[src/rtl/csa_sub32_pipe.sv]
// Two-stage pipelined carry-select subtractor (diff = a + ~b + 1) with valid/ready handshakes.
// Optional macro CSA_SUB_SAT_EN adds the sat_signed port and saturating results in stage 2.
`timescale 1ns/1ps
module csa_sub32_pipe #(
   parameter int WIDTH = 32,
   parameter int SPLIT = 16
) (
   input  logic             clk,
   input  logic             rst,
   input  logic             in_valid,
   output logic             in_ready,
   input  logic [WIDTH-1:0] a,
   input  logic [WIDTH-1:0] b,
`ifdef CSA_SUB_SAT_EN
   input  logic             sat_signed,
`endif
   output logic             out_valid,
   input  logic             out_ready,
   output logic [WIDTH-1:0] diff,
   output logic             borrow,
   output logic             ovf
);

   localparam int HW = WIDTH - SPLIT;
   localparam logic [SPLIT:0] LO_ONE = {{SPLIT{1'b0}}, 1'b1};
   localparam logic [HW:0]    HI_ONE = {{HW{1'b0}}, 1'b1};

   logic             s1_valid_r;
   logic             s2_valid_r;
   logic             s1_load_s;
   logic             s2_load_s;
   logic [SPLIT-1:0] lo_r;
   logic             c_lo_r;
   logic [HW:0]      hi0_r;
   logic [HW:0]      hi1_r;
   logic             a_msb_r;
   logic             b_msb_r;
`ifdef CSA_SUB_SAT_EN
   logic             sat_signed_r;
`endif
   logic [SPLIT:0]   lo_sum_s;
   logic [HW:0]      hi0_sum_s;
   logic [HW:0]      hi1_sum_s;
   logic [HW-1:0]    high_s;
   logic             cf_s;
   logic [WIDTH-1:0] wrap_s;
   logic             ovf_s;
   logic [WIDTH-1:0] diff_s;
   logic [WIDTH-1:0] diff_r;
   logic             borrow_r;
   logic             ovf_r;

   assign s2_load_s = !s2_valid_r || out_ready;
   assign s1_load_s = !s1_valid_r || s2_load_s;
   assign in_ready  = !s1_valid_r || !s2_valid_r || out_ready;
   assign out_valid = s2_valid_r;
   assign diff      = diff_r;
   assign borrow    = borrow_r;
   assign ovf       = ovf_r;

   // Stage 1 adders: low block with carry-in 1, high block speculated for both carry-ins
   always_comb begin
      lo_sum_s  = {1'b0, a[SPLIT-1:0]} + {1'b0, ~b[SPLIT-1:0]} + LO_ONE;
      hi0_sum_s = {1'b0, a[WIDTH-1:SPLIT]} + {1'b0, ~b[WIDTH-1:SPLIT]};
      hi1_sum_s = {1'b0, a[WIDTH-1:SPLIT]} + {1'b0, ~b[WIDTH-1:SPLIT]} + HI_ONE;
   end

   // Stage 1 registers
   always_ff @(posedge clk or posedge rst) begin
      if (rst) begin
         s1_valid_r   <= 1'b0;
         lo_r         <= {SPLIT{1'b0}};
         c_lo_r       <= 1'b0;
         hi0_r        <= {(HW+1){1'b0}};
         hi1_r        <= {(HW+1){1'b0}};
         a_msb_r      <= 1'b0;
         b_msb_r      <= 1'b0;
`ifdef CSA_SUB_SAT_EN
         sat_signed_r <= 1'b0;
`endif
      end else if (s1_load_s) begin
         s1_valid_r <= in_valid;
         if (in_valid) begin
            lo_r         <= lo_sum_s[SPLIT-1:0];
            c_lo_r       <= lo_sum_s[SPLIT];
            hi0_r        <= hi0_sum_s;
            hi1_r        <= hi1_sum_s;
            a_msb_r      <= a[WIDTH-1];
            b_msb_r      <= b[WIDTH-1];
`ifdef CSA_SUB_SAT_EN
            sat_signed_r <= sat_signed;
`endif
         end
      end
   end

   // Stage 2 carry select, overflow and optional saturation
   always_comb begin
      if (c_lo_r) begin
         high_s = hi1_r[HW-1:0];
         cf_s   = hi1_r[HW];
      end else begin
         high_s = hi0_r[HW-1:0];
         cf_s   = hi0_r[HW];
      end
      wrap_s = {high_s, lo_r};
      ovf_s  = (a_msb_r != b_msb_r) && (wrap_s[WIDTH-1] != a_msb_r);
      diff_s = wrap_s;
`ifdef CSA_SUB_SAT_EN
      if (sat_signed_r) begin
         if (ovf_s) begin
            if (a_msb_r) begin
               diff_s = {1'b1, {(WIDTH-1){1'b0}}};
            end else begin
               diff_s = {1'b0, {(WIDTH-1){1'b1}}};
            end
         end else begin
            diff_s = wrap_s;
         end
      end else begin
         if (!cf_s) begin
            diff_s = {WIDTH{1'b0}};
         end else begin
            diff_s = wrap_s;
         end
      end
`endif
   end

   // Stage 2 output registers; data holds while stalled or drained
   always_ff @(posedge clk or posedge rst) begin
      if (rst) begin
         s2_valid_r <= 1'b0;
         diff_r     <= {WIDTH{1'b0}};
         borrow_r   <= 1'b0;
         ovf_r      <= 1'b0;
      end else if (s2_load_s) begin
         s2_valid_r <= s1_valid_r;
         if (s1_valid_r) begin
            diff_r   <= diff_s;
            borrow_r <= !cf_s;
            ovf_r    <= ovf_s;
         end
      end
   end

endmodule
[config.mk]
export PLATFORM = sky130hd
export DESIGN_NAME = csa_sub32_pipe
export DESIGN_NICKNAME = d
export VERILOG_FILES = /design/src/rtl/csa_sub32_pipe.sv
export SDC_FILE = /design/constraint.sdc
export NUM_CORES = 1
export LEC_CHECK = 0
export CAP_MARGIN = 20
export CORE_ASPECT_RATIO = 0.8
export CORE_MARGIN = 2
export CORE_UTILIZATION = 30
export DETAILED_ROUTE_END_ITERATION = 7
export HOLD_SLACK_MARGIN = 0.1
export MAX_ROUTING_LAYER = met4
export PLACE_DENSITY = 0.62
export SLEW_MARGIN = 20
export SYNTH_ARGS = -nofsm -noshare
export SYNTH_HDL_FRONTEND = slang
export SYNTH_SLANG_ARGS = --single-unit
export TNS_END_PERCENT = 30
[constraint.sdc]
create_clock -name clk -period 5.4 [get_ports clk]
set_clock_uncertainty 0.15 [all_clocks]
set_input_delay 1.08 -clock clk [delete_from_list [all_inputs] [get_ports clk]]
set_output_delay 1.08 -clock clk [all_outputs]
set_load 0.005 [all_outputs]
After elaboration in Yosys (flattened, before gate mapping) --
Index checks and enable logic that the tools add are counted.
Word-level totals: bits in registers 89, output and inout port bits 36
Operators by class: add/subtract/negate cells 4, eq/ne operators 2, muxes and demuxes 2, bitwise operators 2, reductions and logical operators 10
Operator list (number):
- $add 16x16->17 | 2
- $add 17x1->17 const B | 2
- $not 16->16 | 2
- $mux 16 | 1
- $logic_or 1x1->1 | 4
- $reduce_and 2->1 | 2
- $logic_not 1->1 | 3
- $ne 1x1->1 | 2
- $logic_and 1x1->1 | 1
- $mux 1 | 1

Logic depth before layout (Yosys ltp) --
word-level depth 4, depth in mapped cells 12

Least setup slack after synthesis --
No wires, ideal clock.
path type input -> register, start in b[16], end reg hi1_r[16], data arrival time 3.673 ns, data required time 5.155 ns, setup slack 1.481 ns, stages on the path 12, buffers on the path 0, path through inv_1 > ha_1 > fa_1 > a211oi_1 > nor2_1 > a2111oi_1 > nor3_2 > a31oi_1 > xor2_1 > or3_1 > o31a_1 > o31ai_1
Between the ends: cells in the longest elaborated chain, start to end 3
RTL lines:
- start: declaration | RTL line 13 | input logic [WIDTH-1:0] b,
- $not 16->16 | RTL line 65 | hi1_sum_s = {1'b0, a[WIDTH-1:SPLIT]} + {1'b0, ~b[WIDTH-1:SPLIT]} + HI_ONE;
- $add 16x16->17 | RTL line 65
- $add 17x1->17 | RTL line 65
- end signal: assignment | RTL line 75 | hi1_r <= {(HW+1){1'b0}};
- end signal: assignment | RTL line 87 | hi1_r <= hi1_sum_s;
- end: declaration | RTL line 35 | logic [HW:0] hi1_r;
Every way passes these cells. A chain may end at the register's enable or synchronous reset.

Final worst setup path --
Same ends and word-level chain as after synthesis.

==> flow_summary.json <==
{
  "status": "finished clean",
  "num_vias": 4243,
  "tightest_slew_ns": 0.985,
  "final_common_cell": "nand2_1",
  "crit_path_max_fanout": 4,
  "synth_top_area_cell": "dfrtp_1",
  "first_iter_violations": 202,
  "cp.required_ns": 5.49,
  "critical_path.top_delay_family": "compound AO/OA/AOI/OAI gates",
  "coreArea_mm2": 0.0174,
  "grt_usage": 0.134,
  "h-tree-depth": 3,
  "setup_viol": 0,
  "viasPerCell": 4.71,
  "grt_pass1_wl_mm": 19.8,
  "drc": 0,
  "hold_end": "lo_r[8]$_DFFE_PP0P_",
  "antenna_cells": 0,
  "clockPowerShare": 0.286,
  "reg2reg_from": "out_valid$_DFFE_PP0P_",
  "cp-startpoint": "b[16]",
  "timing.setup.tns_ns": 0,
  "crit_path_top_delay_cell": "a2111oi_1",
  "cts_sinks": 89,
  "cts_hold_buffers": 0,
  "place_congestion": 0.847,
  "path_class": "in -> reg",
  "leakagePower_nw": 3.11,
  "hold_depth": 2,
  "timing.final.crit_share": 0.809,
  "cp_cell_sequence": "clkdlybuf4s50_1, inv_1, ha_1, fa_1, a211oi_1, nor2_1, a2111oi_1, nor3_2, a31oi_1, xor2_1, or3_1, o31a_1, o31ai_1",
  "synth-edff-count": 0,
  "cp.buffers_inverters": 2,
  "async_reset_ff_frac": 1.00,
  "dpl.hpwl_mm": 8.88,
  "swShare": 0.294,
  "grt_max_degree": 58,
  "post_drt_wl_per_cell_um": 13.2,
  "overflow": 0,
  "seq_area_frac_synth": 0.417,
  "p_int_w": 0.00164,
  "hold_viol": 0,
  "ys.flop_type": "dfrtp_1",
  "synth_area_mm2": 0.00535,
  "yosysWarningCount": 0,
  "ioPinCount": 104,
  "rsz0062_at_grt": "false",
  "initial_core_util": 0.308,
  "mostFrequentLayoutCells": "107 x nand2_1, 103 x clkdlybuf4s50_1, 89 x dfrtp_1, 56 x o21ai_0, 39 x inv_1",
  "r2r_slack_ns": 3.31,
  "first_pass_iters": 4,
  "p_sw_w": 0.000686,
  "slew_viol_final": 0,
  "fmax_mhz": 229,
  "instances_no_fill": 901,
  "r2r_cells": 5,
  "critPathMaxStageDelay_ns": 0.47,
  "port_buffers": 103,
  "cts_resized": 0,
  "cts_setup_buffers": 0,
  "combPwrFrac": 0.315,
  "holdCritStartpoint": "lo_r[8]$_DFFE_PP0P_",
  "die_w_um": 153,
  "root_buffer": "clkbuf_16",
  "dp.cells": 885,
  "ant_nets": 0,
  "final_nets": 774,
  "synthTopCellsByArea": "dfrtp_1 42%, ha_1 7.7%, nand2_1 7.7%",
  "numCtsBuffers": 9,
  "clkTransAtPathRegs_ns": 0.06,
  "clk_latency_ns": 0.33,
  "cts_max_path_buffers": 2,
  "die_h_um": 123,
  "ys_types": 62,
  "drive_gt1_frac": 0.0917,
  "synthCells": 574,
  "drt-total-wl_mm": 11.9,
  "synth_nets": 677,
  "slew_headroom": 0.341,
  "worstReg2RegEnd": "hi0_r[16]$_DFFE_PP0P_",
  "first_global_vias": 3972,
  "p_per_area_mw_per_mm2": 336,
  "yosys.area.top_type_share": 0.417,
  "min_period_ns": 4.37,
  "grt_antenna_before_repair": 0,
  "startpoint_type": "input port",
  "worstHoldPathType": "reg -> reg",
  "cp-end-kind": "flip-flop",
  "p_seq_frac": 0.400,
  "die_area_mm2": 0.0189,
  "worstPathArrival_ns": 4.46,
  "rows": 43,
  "syn_area_per_cell_um2": 9.31,
  "area_growth_pct": 29.5,
  "vdd_ir_drop_max_uv": 162,
  "maxCapViolations": 0,
  "ys_ff_latch": 89,
  "cts_tree": "yes"
}
[cell families after synthesis]
| logic type | after synthesis | synth area share |
|---|---|---|
| simple gates | 193 | 0.169 |
| xor+xnor | 35 | 0.0623 |
| fa+ha+maj | 35 | 0.0847 |
| flops | 89 | 0.417 |
| compound gates | 128 | 0.156 |
| buf+inv | 60 | 0.0438 |
| mux | 34 | 0.0679 |
[power groups by stage]
stage | clock [W] | combinational (W) | sequential [W]
3_3_place_gp | 0 | 0.000732 | 0.000940
2_1_floorplan | 0 | 0.000416 | 0.000929
4_1_cts | 0.000686 | 0.000745 | 0.000933
6_report | 0.000666 | 0.000733 | 0.000931
3_5_place_dp | 0 | 0.000740 | 0.000944
5_1_grt | 0.000722 | 0.000816 | 0.000954
[stage by stage]
step            util  power (W)  hold WS, ns  setup WS, ns  area [um2]
6_report       0.398    0.00233        0.317          1.03        6920
5_1_grt        0.398    0.00249        0.339         0.741        6920
4_1_cts        0.398    0.00236        0.320          1.05        6920
3_5_place_dp   0.380    0.00168        0.306         0.705        6600
3_3_place_gp   0.380    0.00167        0.304         0.781        6600
2_1_floorplan      -    0.00134        0.285          1.48        5350
[worst min-delay path, delay by kind of cell (launching register included)]
kind,cells,cell delay [ns]
AND/OR/NAND/NOR,2,0.10
flip-flops,1,0.34
[per-layer routing]
layer	vias to the layer above	GRT usage	wire length, um	part of all wire
met5	-	-	0	0
met4	0	0.0226	44	0.0037
met1	1980	0.193	6310	0.53
li1	2177	-	-	-
met3	7	0.0305	468	0.039
met2	79	0.196	5040	0.42
[area by class of cell]
type	instances	area, um2
sequential	89	2230
inverter	40	153
multi-input combinational	425	2890
fill	1800	10500
tap	225	282
clock inverter	6	90.1
timing repair buffer	106	1050
clock buffer	10	229
[cells in the mapped netlist, types with 3 or more instances]
| cell type | number |
|---|---|
| a211oi_1 | 7 |
| a21o_1 | 8 |
| a21oi_1 | 15 |
| a21oi_2 | 3 |
| a31oi_1 | 5 |
| and3_1 | 6 |
| buf_1 | 6 |
| clkbuf_1 | 12 |
| dfrtp_1 | 89 |
| ha_1 | 33 |
| inv_1 | 40 |
| mux2_2 | 18 |
| mux2i_1 | 16 |
| nand2_1 | 109 |
| nand2b_1 | 7 |
| nand3_1 | 9 |
| nand4_1 | 3 |
| nor2_1 | 19 |
| nor2b_1 | 5 |
| nor3_1 | 10 |
| nor4_1 | 3 |
| o21a_1 | 7 |
| o21ai_0 | 56 |
| o21ai_1 | 6 |
| or2_2 | 4 |
| or3_1 | 5 |
| xnor2_1 | 16 |
| xor2_1 | 17 |
[how the worst max path moves through the flow]
stage / to / slack (ns) / cells after the start
final: hi1_r[16]$_DFFE_PP0P_ / 1.03 / 13
after global routing: hi1_r[16]$_DFFE_PP0P_ / 0.74 / 13
after CTS: hi1_r[16]$_DFFE_PP0P_ / 1.05 / 13
after detailed placement: hi1_r[16]$_DFFE_PP0P_ / 0.70 / 13
after global placement: hi1_r[16]$_DFFE_PP0P_ / 0.78 / 13
after floorplan: hi1_r[16]$_DFFE_PP0P_ / 1.48 / 12
[registers in the layout (all words and copies together) (netlist names)]
| name | cells |
|---|---|
| lo_r | 16 |
| c_lo_r | 1 |
| b_msb_r | 1 |
| s1_valid_r | 1 |
| ovf | 1 |
| hi1_r | 17 |
| hi0_r | 17 |
| borrow | 1 |
| out_valid | 1 |
| a_msb_r | 1 |
| diff | 32 |
(Power assumes the default switching activity.)
